$ cat src/rtl/nibble_serial_add_ctrl_pkg.sv
// nsa_pkg: shared state encoding and slice width for the nibble-serial adder.
// Contents:
//   state_e   - sequencer states IDLE/RUN/DONE
//   NIBBLE_W  - width of the single adder slice
package nsa_pkg;
  localparam int NIBBLE_W = 4;
  typedef enum logic [1:0] {
    IDLE = 2'b00,
    RUN  = 2'b01,
    DONE = 2'b10
  } state_e;
endpackage

$ cat src/rtl/nibble_serial_add_ctrl_if.sv
// nibble_serial_add_ctrl_if: operand/result handshake bundle for the nibble-serial adder.
// Signals:
//   in_valid/in_ready   - operand handshake (source -> adder)
//   a, b, cin           - operands and carry-in
//   sub                 - subtract request, present only with NIBBLE_ADD_SUB_EN
//   out_valid/out_ready - result handshake (adder -> consumer)
//   sum, cout           - result and carry-out
// Modports: master = source/consumer side, slave = adder side.
interface nibble_serial_add_ctrl_if
  import nsa_pkg::*;
#(
  parameter int NIBBLES = 4
);
  localparam int W = NIBBLE_W * NIBBLES;
  logic         in_valid;
  logic         in_ready;
  logic [W-1:0] a;
  logic [W-1:0] b;
  logic         cin;
`ifdef NIBBLE_ADD_SUB_EN
  logic         sub;
`endif
  logic         out_valid;
  logic         out_ready;
  logic [W-1:0] sum;
  logic         cout;
`ifdef NIBBLE_ADD_SUB_EN
  modport master (output in_valid, a, b, cin, sub, out_ready,
                  input  in_ready, out_valid, sum, cout);
  modport slave  (input  in_valid, a, b, cin, sub, out_ready,
                  output in_ready, out_valid, sum, cout);
`else
  modport master (output in_valid, a, b, cin, out_ready,
                  input  in_ready, out_valid, sum, cout);
  modport slave  (input  in_valid, a, b, cin, out_ready,
                  output in_ready, out_valid, sum, cout);
`endif
endinterface

$ cat src/rtl/nibble_serial_add_ctrl_add4_slice.sv
// add4_slice: combinational 4-bit ripple adder built from gate-level full adders.
// Ports:
//   a, b - nibble operands
//   ci   - carry in
//   s    - nibble sum
//   c4   - carry out of bit 3
module add4_slice
  import nsa_pkg::*;
(
  input  logic [NIBBLE_W-1:0] a,
  input  logic [NIBBLE_W-1:0] b,
  input  logic                ci,
  output logic [NIBBLE_W-1:0] s,
  output logic                c4
);
  logic [NIBBLE_W:0] c;
  assign c[0] = ci;
  for (genvar i = 0; i < NIBBLE_W; i++) begin : g_fa
    assign s[i]   = a[i] ^ b[i] ^ c[i];
    assign c[i+1] = (a[i] & b[i]) | (c[i] & (a[i] ^ b[i]));
  end
  assign c4 = c[NIBBLE_W];
endmodule

$ cat src/rtl/nibble_serial_add_ctrl.sv
// nibble_serial_add_ctrl: wide adder that reuses one 4-bit slice, one nibble per clock, LSB first.
// Ports:
//   clk  - clock, rising edge
//   rst  - synchronous active-high reset
//   bus  - operand/result handshake (slave modport of nibble_serial_add_ctrl_if)
//   busy - high while an operation is running or its result is waiting
// Optional: define NIBBLE_ADD_SUB_EN to add a sub input that turns the op into a - b
// (cout = 1 then means no borrow).
module nibble_serial_add_ctrl
  import nsa_pkg::*;
#(
  parameter int NIBBLES = 4
) (
  input  logic                     clk,
  input  logic                     rst,
  nibble_serial_add_ctrl_if.slave  bus,
  output logic                     busy
);
  localparam int W  = NIBBLE_W * NIBBLES;
  localparam int IW = $clog2(NIBBLES);
  localparam logic [IW-1:0] LAST = IW'(NIBBLES - 1);

  state_e        state_q, state_d;
  logic [IW-1:0] idx_q, idx_d;
  logic          carry_q, carry_d;
  logic [W-1:0]  a_sh_q, a_sh_d;
  logic [W-1:0]  b_sh_q, b_sh_d;
  logic [W-1:0]  sum_q, sum_d;
  logic          cout_q, cout_d;
  logic [NIBBLE_W-1:0] s4;
  logic          c4;
  logic          sub_i;

`ifdef NIBBLE_ADD_SUB_EN
  assign sub_i = bus.sub;
`else
  assign sub_i = 1'b0;
`endif

  add4_slice u_slice (
    .a  (a_sh_q[NIBBLE_W-1:0]),
    .b  (b_sh_q[NIBBLE_W-1:0]),
    .ci (carry_q),
    .s  (s4),
    .c4 (c4)
  );

  assign bus.in_ready  = (state_q == IDLE) & ~rst;
  assign bus.out_valid = state_q == DONE;
  assign bus.sum       = sum_q;
  assign bus.cout      = cout_q;
  assign busy          = state_q != IDLE;

  always_comb begin
    state_d = state_q;
    idx_d   = idx_q;
    carry_d = carry_q;
    a_sh_d  = a_sh_q;
    b_sh_d  = b_sh_q;
    sum_d   = sum_q;
    cout_d  = cout_q;
    unique case (state_q)
      IDLE: if (bus.in_valid && bus.in_ready) begin
        // subtraction is a + ~b + 1, so the carry seed replaces cin
        a_sh_d  = bus.a;
        b_sh_d  = sub_i ? ~bus.b : bus.b;
        carry_d = sub_i ? 1'b1 : bus.cin;
        idx_d   = '0;
        state_d = RUN;
      end
      RUN: begin
        // each slice result enters at the top so after NIBBLES shifts nibble 0 sits at the bottom
        sum_d   = {s4, sum_q[W-1:NIBBLE_W]};
        a_sh_d  = a_sh_q >> NIBBLE_W;
        b_sh_d  = b_sh_q >> NIBBLE_W;
        carry_d = c4;
        idx_d   = (idx_q == LAST) ? '0 : idx_q + 1'b1;
        state_d = (idx_q == LAST) ? DONE : RUN;
        cout_d  = (idx_q == LAST) ? c4 : cout_q;
      end
      DONE: state_d = bus.out_ready ? IDLE : DONE;
      default: state_d = IDLE;
    endcase
  end

  always_ff @(posedge clk) begin
    if (rst) begin
      state_q <= IDLE;
      idx_q   <= '0;
      carry_q <= 1'b0;
      a_sh_q  <= '0;
      b_sh_q  <= '0;
      sum_q   <= '0;
      cout_q  <= 1'b0;
    end else begin
      state_q <= state_d;
      idx_q   <= idx_d;
      carry_q <= carry_d;
      a_sh_q  <= a_sh_d;
      b_sh_q  <= b_sh_d;
      sum_q   <= sum_d;
      cout_q  <= cout_d;
    end
  end
endmodule

$ cat src/flat_wrapper.sv
// flat-port wrapper written by rule: the top's interface ports become plain ports
module nibble_serial_add_ctrl_flat import nsa_pkg::*;
#(
  parameter int NIBBLES = 4
)
  (clk, rst, busy, bus_in_valid, bus_a, bus_b, bus_cin, bus_out_ready, bus_in_ready, bus_out_valid, bus_sum, bus_cout);
  nibble_serial_add_ctrl_if #(.NIBBLES(NIBBLES)) bus_i ();
  input  logic clk;
  input  logic rst;
  output logic busy;
  input wire logic [$bits(bus_i.in_valid)-1:0] bus_in_valid;
  input wire logic [$bits(bus_i.a)-1:0] bus_a;
  input wire logic [$bits(bus_i.b)-1:0] bus_b;
  input wire logic [$bits(bus_i.cin)-1:0] bus_cin;
  input wire logic [$bits(bus_i.out_ready)-1:0] bus_out_ready;
  output wire logic [$bits(bus_i.in_ready)-1:0] bus_in_ready;
  output wire logic [$bits(bus_i.out_valid)-1:0] bus_out_valid;
  output wire logic [$bits(bus_i.sum)-1:0] bus_sum;
  output wire logic [$bits(bus_i.cout)-1:0] bus_cout;
  assign bus_i.in_valid = bus_in_valid;
  assign bus_i.a = bus_a;
  assign bus_i.b = bus_b;
  assign bus_i.cin = bus_cin;
  assign bus_i.out_ready = bus_out_ready;
  assign bus_in_ready = bus_i.in_ready;
  assign bus_out_valid = bus_i.out_valid;
  assign bus_sum = bus_i.sum;
  assign bus_cout = bus_i.cout;
  nibble_serial_add_ctrl #(.NIBBLES(NIBBLES)) u_core (.clk(clk), .rst(rst), .bus(bus_i), .busy(busy));
endmodule
$ cat config.mk
export PLATFORM = sky130hd
export DESIGN_NAME = nibble_serial_add_ctrl_flat
export DESIGN_NICKNAME = d
export VERILOG_FILES = /design/src/rtl/nibble_serial_add_ctrl_pkg.sv /design/src/rtl/nibble_serial_add_ctrl_if.sv /design/src/rtl/nibble_serial_add_ctrl_add4_slice.sv /design/src/rtl/nibble_serial_add_ctrl.sv /design/src/flat_wrapper.sv
export SDC_FILE = /design/constraint.sdc
export NUM_CORES = 1
export LEC_CHECK = 0
export ABC_AREA = 1
export CAP_MARGIN = 15
export CORE_MARGIN = 1.5
export CORE_UTILIZATION = 25
export CTS_CLUSTER_SIZE = 25
export DETAILED_ROUTE_END_ITERATION = 6
export PLACE_DENSITY = 0.51
export SLEW_MARGIN = 20
export SYNTH_ARGS = -nofsm -noshare
export SYNTH_HDL_FRONTEND = slang
export SYNTH_HIERARCHICAL = 1
export SYNTH_SLANG_ARGS = --single-unit
$ cat constraint.sdc
create_clock -name clk -period 2 [get_ports clk]
set_input_delay 0.4 -clock clk [delete_from_list [all_inputs] [get_ports clk]]
set_output_delay 0.4 -clock clk [all_outputs]
set_load 0.03 [all_outputs]
==> impl_metrics.tcl <==
set metrics [dict create \
    finalSetupViolCount 1 \
    ir_drop_uv 287 \
    area_growth_pct 29.5 \
    drt_iter0_markers 91 \
    ys_seq_elements 54 \
    cts_buffers 5 \
    path_class "reg2reg" \
    finalNetCount 497 \
    syn_inst 410 \
    power_mw 2.44 \
    synth_nets 452 \
    track_usage_pct 12.0 \
    grt_pass1_vias 2413 \
    crit_path_max_fanout 2 \
    syn-cell-area_um2 2680 \
    worstPathArrival_ns 2.27 \
    post-place-ws_ns -0.0672 \
    tightest_slew_ns 0.332 \
    place_inst 584 \
    core_um2 10400 \
    max-slew-margin-rel_pct 77.8 \
    power.density_nw_per_um2 703 \
    min_period_ns 2.03 \
    drcViolationCount 0 \
    maxCapViolCount 0 \
    antenna_left 0 \
    cts_root_buf "clkbuf_8" \
    initial_core_util_pct 25.8 \
    clk_pin_slew_ns 0.09 \
    yosysWarnings 6 \
    fin_worst_skew_ns 0.00860 \
    yosys.area.top_type_share_pct 40.3 \
    io_buffers 56 \
    rows 37 \
    max_freq_ghz 0.492 \
    routed_via_density 4.27 \
    hp-start "u_core/idx_q[1]" \
    synthDistinctLibCells 19 \
    rsz0062_at_grt "true" \
    routabilityCongestion 0.737 \
    grt_pass1_wl_mm 11.0 \
    antenna_found_initial 0 \
    wl_per_cell_um 10.9 \
    dieArea_um2 11400 \
    dr.pass1.iters 4 \
    finalCritPeriodShare_pct 102 \
    die_y_um 107 \
    drt_wl_total_mm 6.46 \
    power.leakage_nw 1.62 \
    synth_area_leaders "dfxtp_1 40%, nand2_1 13%, nor2_1 11%" \
    ios 57 \
    hpwl_mm 4.12 \
    clock_latency_ns 0.30 \
    hp-class "reg2reg" \
    required_ns 2.24 \
    violations "negative setup slack" \
    cts_tree "yes" \
    post_route_cells_drive_above_1_share_pct 7.47 \
    antenna_cells 0 \
    yosysSeqAreaShare_pct 40.3 \
    layout_setup_ws_ns -0.0316 \
    start_kind "register" \
    maxSlewViolCount 0 \
    grt_max_degree 69 \
    clock_sinks 54 \
    die_w_um 107 \
    avgSynthCellArea_um2 6.54 \
    synth_top_area_cell "dfxtp_1" \
    hold_viol 0 \
    final_cells 591 \
    r2r_start "u_core/carry_q" \
    setup.worst_path.start "u_core/carry_q" \
    end_kind "register" \
    status "complete, but fails checks" \
    postCtsHoldBufs 0 \
    globalRoute.totalOverflow 0 \
    clockBufferDepth 2 \
    htree_levels 2 \
    num_vias 2523 \
    holdWs_ns 0.485 \
]
[cells by family after synthesis]
family,synth area share (%)
adders and majority gates,3.45
AOI/OAI and AO/OA,8.78
buffers and inverters,12.3
and+or+nand+nor,35.1
DFF,40.3
[report_power, final]
| group | total (mW) | switching (mW) | internal, mW |
|---|---|---|---|
| Clock | 0.591 | 0.355 | 0.237 |
| Combinational | 0.614 | 0.340 | 0.274 |
| Sequential | 1.23 | 0.0582 | 1.17 |
[cell usage in the layout, fill, tap and decap left out, drive strengths merged]
cell           instances
clkdlybuf4s50         53
nand4                  1
clkbuf                 5
a21oi                 30
dfxtp                 54
clkinv                 2
nand3                 55
buf                   11
nor2                  79
inv                   48
ha                     1
nand2                 94
fa                     4
dlymetal6s2s           1
o21ai                 17
[registers in the layout, indices dropped and copies added, names as in the netlist]
name	cells
u_core/bus.cout	1
u_core/carry_q	1
u_core/state_q	2
u_core/bus.sum	16
u_core/a_sh_q	16
u_core/idx_q	2
u_core/b_sh_q	16
[synthesized netlist by cell type]
library cell / number
a21oi_1: 30
buf_1: 2
buf_2: 15
buf_4: 2
buf_6: 3
clkbuf_1: 5
dfxtp_1: 54
fa_1: 4
ha_1: 1
inv_1: 45
inv_2: 3
nand2_1: 93
nand2_2: 1
nand3_1: 54
nand3_2: 1
nand4_1: 1
nor2_1: 78
nor2_2: 1
o21ai_0: 17
[what timing repair did]
action / in CTS / in global routing
resized for setup: 3 / 4
cloned: 0 / 0
buffers inserted: 0 / 0
pin swaps: 2 / 2
endpoints found under the setup margin: 2 / 3
[worst max-delay path, stage by stage (launching register included)]
cell and delay (ns):
dfxtp_2 0.34, fa_2 0.38, inv_2 0.06, fa_2 0.18, inv_2 0.04, fa_2 0.32
inv_2 0.06, fa_1 0.40, inv_1 0.06, o21ai_1 0.06, nor2_1 0.08
[layer usage]
layer | GRT usage, % | vias to the layer above | wire, µm
met5 | 0 | - | 0
met4 | 2.86 | 0 | 68
met3 | 2.70 | 7 | 267
met2 | 21.1 | 50 | 3080
met1 | 14.7 | 1112 | 3040
li1 | - | 1354 | -
[stage by stage]
step / setup TNS, ns / instance area, µm² / utilization [%]
final: -0.0316 / 3470 / 33.5
after detailed placement: -0.105 / 3380 / 32.6
after global placement: -0.0462 / 3380 / 32.6
after floorplan: 0 / 2690 / -
after global routing: -0.230 / 3470 / 33.5
after CTS: -0.0570 / 3460 / 33.4
[path summary, 6_finish.rpt]
| path | endpoint | slack [ns] | cells past startpoint |
|---|---|---|---|
| setup / recovery | u_core/bus.sum[15] | -0.03 | 10 |
| hold / removal | u_core/idx_q[1] | 0.49 | 2 |
| setup reg to reg | u_core/bus.sum[15] | -0.03 | 10 |
| hold reg to reg | u_core/idx_q[1] | 0.49 | 2 |
[area by class of cell]
class,count,area [µm²]
clock buffer,5,68.8
clock inverter,2,10.0
fill,1159,6900
inverter,48,180
multi-input combinational,281,1280
sequential,54,1080
tap,136,170
timing repair buffer,65,676
Power figures use the tool's default switching activity.
